===== src/rtl/pen_pkg.sv =====
// Shared constants for the pen pixel writer: screen geometry, the no-blob marker,
// camera-to-screen scale factor and FSM state encodings.
package pen_pkg;

  localparam int SCR_W = 640;
  localparam int SCR_H = 480;

  localparam logic [9:0] NO_BLOB = 10'h3FF;

  // Camera 1024x768 maps onto 640x480 as *5/8 on both axes.
  localparam logic [12:0] SCALE_MUL = 13'd5;
  localparam int          SCALE_SHR = 3;

  localparam logic [1:0] ST_IDLE  = 2'd0;
  localparam logic [1:0] ST_SCALE = 2'd1;
  localparam logic [1:0] ST_ADDR  = 2'd2;
  localparam logic [1:0] ST_WRITE = 2'd3;

  function automatic logic [9:0] scale_clamp(input logic [9:0] v, input logic [9:0] lim);
    logic [12:0] p;
    logic [9:0]  s;
    p = 13'(v) * SCALE_MUL;
    s = 10'(p >> SCALE_SHR);
    return (s > lim) ? lim : s;
  endfunction

endpackage


===== src/rtl/pen_avg4.sv =====
// 4-sample moving average on both axes; flush empties the window, shift pushes a sample.
// Outputs are registered-state derived (no input-to-output path); fill saturates at 4.
module pen_avg4 (
  input  logic       clk,
  input  logic       reset,
  input  logic       flush_i,
  input  logic       shift_i,
  input  logic [9:0] x_i,
  input  logic [9:0] y_i,
  output logic [9:0] avg_x_o,
  output logic [9:0] avg_y_o,
  output logic [2:0] fill_o,
  output logic       full_o
);

  logic [3:0][9:0] xs_q, xs_d;
  logic [3:0][9:0] ys_q, ys_d;
  logic [2:0]      fill_q, fill_d;
  logic [11:0]     sum_x, sum_y;

  always_comb begin
    xs_d   = xs_q;
    ys_d   = ys_q;
    fill_d = fill_q;
    if (flush_i) begin
      fill_d = 3'd0;
    end else if (shift_i) begin
      xs_d = {xs_q[2:0], x_i};
      ys_d = {ys_q[2:0], y_i};
      if (fill_q != 3'd4) fill_d = fill_q + 3'd1;
    end
  end

  always_ff @(posedge clk) begin
    if (reset) begin
      xs_q   <= '0;
      ys_q   <= '0;
      fill_q <= 3'd0;
    end else begin
      xs_q   <= xs_d;
      ys_q   <= ys_d;
      fill_q <= fill_d;
    end
  end

  assign sum_x = 12'(xs_q[0]) + 12'(xs_q[1]) + 12'(xs_q[2]) + 12'(xs_q[3]);
  assign sum_y = 12'(ys_q[0]) + 12'(ys_q[1]) + 12'(ys_q[2]) + 12'(ys_q[3]);

  assign avg_x_o = 10'(sum_x >> 2);
  assign avg_y_o = 10'(sum_y >> 2);
  assign fill_o  = fill_q;
  assign full_o  = (fill_q == 3'd4);

endmodule


===== src/rtl/pen_pixel_writer.sv =====
// Turns filtered pen samples into single-pixel framebuffer writes; wr_req rises 3 cycles after
// the accepting strobe and is held until wr_ack, with samples arriving while busy counted as drops.
module pen_pixel_writer #(
  parameter int                  SCR_W      = pen_pkg::SCR_W,
  parameter int                  SCR_H      = pen_pkg::SCR_H,
  parameter int                  ADDR_W     = 19,
  parameter int                  COLOUR_W   = 4,
  parameter logic [COLOUR_W-1:0] PEN_COLOUR = 4'hF
) (
  input  logic                clk,
  input  logic                reset,
  input  logic                cam_valid,
  input  logic [9:0]          cam_x,
  input  logic [9:0]          cam_y,
  input  logic                enable,
  output logic                wr_req,
  output logic [ADDR_W-1:0]   wr_addr,
  output logic [COLOUR_W-1:0] wr_data,
  input  logic                wr_ack,
  output logic                pen_down,
  output logic [7:0]          drop_count
);

  import pen_pkg::*;

  logic [1:0]        state_q, state_d;
  logic [9:0]        sx_q, sx_d, sy_q, sy_d;
  logic [ADDR_W-1:0] wr_addr_q, wr_addr_d;
  logic [ADDR_W-1:0] last_addr_q, last_addr_d;
  logic              last_vld_q, last_vld_d;
  logic              wr_req_q, wr_req_d;
  logic [7:0]        drop_q, drop_d;

  logic              idle, no_blob, accept, flush, shift;
  logic [9:0]        avg_x, avg_y;
  logic [2:0]        fill;
  logic              full;
  logic [ADDR_W-1:0] addr_c;

  assign idle    = (state_q == ST_IDLE);
  assign no_blob = (cam_x == NO_BLOB) || (cam_y == NO_BLOB);
  assign accept  = cam_valid && enable && idle;
  // Disabling drawing acts like a no-blob sample every cycle.
  assign flush   = !enable || (accept && no_blob);
  assign shift   = accept && !no_blob;

  pen_avg4 u_avg (
    .clk     (clk),
    .reset   (reset),
    .flush_i (flush),
    .shift_i (shift),
    .x_i     (cam_x),
    .y_i     (cam_y),
    .avg_x_o (avg_x),
    .avg_y_o (avg_y),
    .fill_o  (fill),
    .full_o  (full)
  );

  // y*640 + x as (y<<9) + (y<<7) + x
  assign addr_c = (ADDR_W'(sy_q) << 9) + (ADDR_W'(sy_q) << 7) + ADDR_W'(sx_q);

  always_comb begin
    state_d     = state_q;
    sx_d        = sx_q;
    sy_d        = sy_q;
    wr_addr_d   = wr_addr_q;
    wr_req_d    = wr_req_q;
    last_addr_d = last_addr_q;
    last_vld_d  = last_vld_q;
    drop_d      = drop_q;

    if (cam_valid && enable && !idle && drop_q != 8'hFF) drop_d = drop_q + 8'd1;
    if (flush) last_vld_d = 1'b0;

    case (state_q)
      ST_IDLE: begin
        // The shift this cycle completes the window when fill is already 3 or 4.
        if (shift && fill >= 3'd3) state_d = ST_SCALE;
      end
      ST_SCALE: begin
        sx_d    = scale_clamp(avg_x, 10'(SCR_W - 1));
        sy_d    = scale_clamp(avg_y, 10'(SCR_H - 1));
        state_d = ST_ADDR;
      end
      ST_ADDR: begin
        if (last_vld_q && addr_c == last_addr_q) begin
          state_d = ST_IDLE;
        end else begin
          wr_addr_d = addr_c;
          wr_req_d  = 1'b1;
          state_d   = ST_WRITE;
        end
      end
      default: begin
        if (wr_ack) begin
          wr_req_d    = 1'b0;
          last_addr_d = wr_addr_q;
          last_vld_d  = 1'b1;
          state_d     = ST_IDLE;
        end
      end
    endcase
  end

  always_ff @(posedge clk) begin
    if (reset) begin
      state_q     <= ST_IDLE;
      sx_q        <= '0;
      sy_q        <= '0;
      wr_addr_q   <= '0;
      wr_req_q    <= 1'b0;
      last_addr_q <= '0;
      last_vld_q  <= 1'b0;
      drop_q      <= 8'd0;
    end else begin
      state_q     <= state_d;
      sx_q        <= sx_d;
      sy_q        <= sy_d;
      wr_addr_q   <= wr_addr_d;
      wr_req_q    <= wr_req_d;
      last_addr_q <= last_addr_d;
      last_vld_q  <= last_vld_d;
      drop_q      <= drop_d;
    end
  end

  assign wr_req     = wr_req_q;
  assign wr_addr    = wr_addr_q;
  assign wr_data    = PEN_COLOUR;
  assign pen_down   = full;
  assign drop_count = drop_q;

endmodule


===== config.mk =====
export PLATFORM = sky130hd
export DESIGN_NAME = pen_pixel_writer
export DESIGN_NICKNAME = d
export VERILOG_FILES = /design/src/rtl/pen_pkg.sv /design/src/rtl/pen_avg4.sv /design/src/rtl/pen_pixel_writer.sv
export SDC_FILE = /design/constraint.sdc
export NUM_CORES = 1
export LEC_CHECK = 0
export ABC_CLOCK_PERIOD_IN_PS = 12900
export BUFFER_PORTS_ARGS = -buffer_cell sky130_fd_sc_hd__buf_2
export CORE_MARGIN = 4
export CORE_UTILIZATION = 40
export DETAILED_ROUTE_END_ITERATION = 10
export PLACE_DENSITY = 0.58
export SLEW_MARGIN = 20
export SYNTH_ARGS = -nofsm -noshare
export SYNTH_HDL_FRONTEND = slang
export SYNTH_SLANG_ARGS = --single-unit

===== constraint.sdc =====
create_clock -name clk -period 12.9 [get_ports clk]
set_input_delay 0.645 -clock clk [delete_from_list [all_inputs] [get_ports clk]]
set_output_delay 0.645 -clock clk [all_outputs]
set_load 0.02 [all_outputs]

==> impl_results.md <==
* Fin. max-slew vios at 0
* Buffers on Ports at 53
* Adder-cell share of the synthesized area at 17.5%
* Worst setup EP type: flop
* CTS Hold Bufs at 0
* Largest net degree at the start of global routing at 93
* Post-Syn Area per Cell at 8.07 sq um
* Vias in the first global route at 7260
* Internal power at 0.000805 W
* Antenna Nets Post-Route at 0
* Comb power frac at 8.5%
* Setup Buffers After CTS at 0
* WL/cell at 12.9 um
* Max cap viols at 0
* Post-Route WL at 20200 um
* Grt peak-use layer: met2
* Cell Pwr Density at 101 mW/mm^2
* Chip width at 164 um
* GR Layer Usage met1 at 22.7%
* CTS tree: yes
* Ys flop type: dfxtp_1
* M2 GR Usage at 23.5%
* Minimum clock period at 5.99 ns
* Flop2flop setup slack at 6.91 ns
* Critical path arrival at 6.25 ns
* Post-synthesis mux area share at 2.38%
* Commonest cells in the netlist: nand2_1, dfxtp_1, a21oi_1
* Ant. Diodes at 0
* Synth async-reset ratio at 0%
* Fmax at 167 MHz
* Row count at 56
* Setup crit start kind: flop
* Most frequent cell after synthesis: nand2_1
* R2R Path Start: u_avg.xs_q[0]$_SDFFE_PP0P_
* Final Hold Violating Endpoints at 0
* Net switching power at 0.000290 W
* DP Area at 0.0102 sq mm
* Core region area at 0.0237 sq mm
* Vias per cell at 4.93
* Area growth from synthesis to layout at 11.1%
* CP required at 13.15 ns
* Total track usage at 15.5%
* First-pass GRT wire length at 34700 um
* Status: completed
* Synth Area in Compound Gates at 15.9%
* P_leak at 4.59 nW
* Post-route cell area at 0.0108 sq mm
* Final-layout fill cell count at 2410
* Final #Nets at 1379
* Top post-synthesis cells by area: dfxtp_1, ha_1, nand2_1
* Clock latency on the worst-skew pair at 0.44 ns
* Setup TNS at 0 ns
* Worst r2r dst: sx_q[4]$_SDFFE_PP0P_
* Initial Util at 41.1%
* Main combinational cell family by area after synthesis: simple AND/OR/NAND/NOR gates
* Clock power share at 47.6%
* DR pass1 iterations at 5
* Grt total ovfl at 0
* Crit-path max FO at 7
* WS Path Type: flop to flop
* Via count at 7711
* DRC Markers at 0
* Final Non-Filler Cells at 1565
* CTS Buffer Depth at 2
* Cts bufs inserted at 17
* Yosys warning count at 0
* PostCTS Resize Cnt at 0
* Boundary pin count at 58
* Area share of and/or/nand/nor cells after synthesis at 18.3%
* Area leader, netlist: dfxtp_1
* Sequential Power Share at 44.0%
* Peak VDD IR at 0.0628 mV
* Area share of the largest cell type after synthesis at 31.4%
* Fraction of layout cells with a size suffix above 1 at 8.19%
* Initial antenna violation count at 0
* H-tree levels at 4
* Die footprint at 0.0269 sq mm
* Placed cell count at 1532
* Grt met3 use at 2.86%
* Reg clk slew, reported paths at 0.07 ns
* Final Skew at 0.0135 ns
* Cell Area, Synth at 0.00974 sq mm
* 1st-iter DRT viols at 431
* FF+latch count, synth at 153
* Sequential fraction of the synthesis area at 31.4%
* CTS root buf: clkbuf_16
* Tcrit/Tclk final at 46.5%
* Final weighted congestion in routability-driven placement at 0.870
* Rel. slew slack at 33.8%
* Worst R2R Path Depth at 25
* Synth Instances at 1208
* CTS Sinks at 153
* Worst hold path class: flop to flop
* End point of the critical path: sx_q[4]$_SDFFE_PP0P_
* Die height at 164 um
* Worst setup startpoint: u_avg.xs_q[0]$_SDFFE_PP0P_
* DP Wirelength at 14500 um
* Library cells used by synthesis at 70
* Worst slew pin tran at 0.994 ns
* Number of synthesized flops with an enable pin at 0
* Xor/xnor share of the synthesized area at 7.50%
* Switch share at 26.5%
* Setup violations, final at 0
* RSZ-0062 raised after global routing: false
-- sequential cells by signal, summed over array words and instances (netlist names) --
register and count:
u_avg.xs_q 40, u_avg.ys_q 40, last_addr_q 19, wr_addr 19, sx_q 10, sy_q 10
drop_count 8, u_avg.fill_o 3, state_q 2, last_vld_q 1, wr_req 1
-- routing by layer --
layer | routed length (um) | vias up
li1 | - | 4104
met1 | 10700 | 3511
met2 | 8780 | 92
met3 | 598 | 4
met4 | 87 | 0
met5 | 0 | -
-- power by group through the flow --
| stage | combinational, W | sequential [W] | clock [W] |
|---|---|---|---|
| floorplan | 0.0000712 | 0.000491 | 0 |
| global placement | 0.0000930 | 0.000492 | 0 |
| detailed placement | 0.0000928 | 0.000492 | 0 |
| CTS | 0.0000942 | 0.000481 | 0.000533 |
| global route | 0.000107 | 0.000482 | 0.000554 |
| finish | 0.0000927 | 0.000481 | 0.000521 |
-- logic make-up after synthesis --
family / count (synthesis)
AND/OR/NAND/NOR: 415
AO/OA/AOI/OAI: 252
buffers and inverters: 166
flip-flops: 153
adder cells (fa/ha/maj): 121
XOR/XNOR: 77
multiplexers: 23
other: 1
-- cells in the final DEF (no fill, tap or decap), types with 8 or more instances in the layout --
cell type and n:
dfxtp_1 153, xnor2_1 45, nand3_1 10, buf_2 52, a211oi_1 11, inv_1 109, a311oi_1 9, a21oi_1 146
nand4_1 10, nor3_1 16, nor2_1 72, fa_1 26, xor2_1 28, a21o_1 13, nand2_1 256, and2_1 8
clkbuf_16 17, nand2b_1 9, mux2i_1 22, o21ai_0 17, ha_1 95, o21bai_1 10
-- final cells by class --
type | count | area, sq um | area share [%]
multi-input combinational | 892 | 6020 | 55.6
sequential | 153 | 3060 | 28.3
clock buffer | 18 | 429 | 3.97
inverter | 110 | 413 | 3.82
tap | 319 | 399 | 3.69
timing repair buffer | 59 | 320 | 2.96
clock inverter | 14 | 180 | 1.67
-- per-stage QoR --
stage	hold slack (ns)	setup WS, ns	power (W)	utilization (%)
2_1_floorplan	0.429	7.58	0.000562	-
3_3_place_gp	0.441	7.02	0.000585	43.1
3_5_place_dp	0.444	6.92	0.000585	43.1
4_1_cts	0.436	6.87	0.00111	45.6
5_1_grt	0.449	6.28	0.00114	45.7
6_report	0.452	6.91	0.00109	45.7
-- how the worst min path moves through the flow --
stage                                      from                         end  cells after the start  slack [ns]
after floorplan           last_vld_q$_SDFF_PP0_       last_vld_q$_SDFF_PP0_                      2        0.43
after CTS                              cam_x[5]  u_avg.xs_q[5]$_SDFFE_PP0P_                      3        0.44
after detailed placement  last_vld_q$_SDFF_PP0_       last_vld_q$_SDFF_PP0_                      2        0.44
final                     last_vld_q$_SDFF_PP0_       last_vld_q$_SDFF_PP0_                      2        0.45
after global routing                   cam_x[6]  u_avg.xs_q[6]$_SDFFE_PP0P_                      3        0.45
after global placement    last_vld_q$_SDFF_PP0_       last_vld_q$_SDFF_PP0_                      2        0.44
-- critical path, stage by stage, from the launching register on --
cell	delay (ns)
dfxtp_1	0.33
ha_1	0.23
fa_1	0.40
a21oi_1	0.17
nor2_1	0.05
nor2_1	0.15
o21bai_1	0.08
a21oi_1	0.22
o21bai_1	0.10
a21oi_1	0.21
xor2_1	0.11
fa_1	0.49
inv_1	0.04
ha_1	0.22
or4_1	0.40
o22ai_1	0.30
xnor2_1	0.20
ha_1	0.27
ha_1	0.35
nand2_1	0.06
o21ai_0	0.22
nor4_1	0.09
nor3_1	0.32
xor2_1	0.14
o211ai_1	0.48
a311oi_1	0.17
No activity file was read; power rests on OpenSTA's default activity.
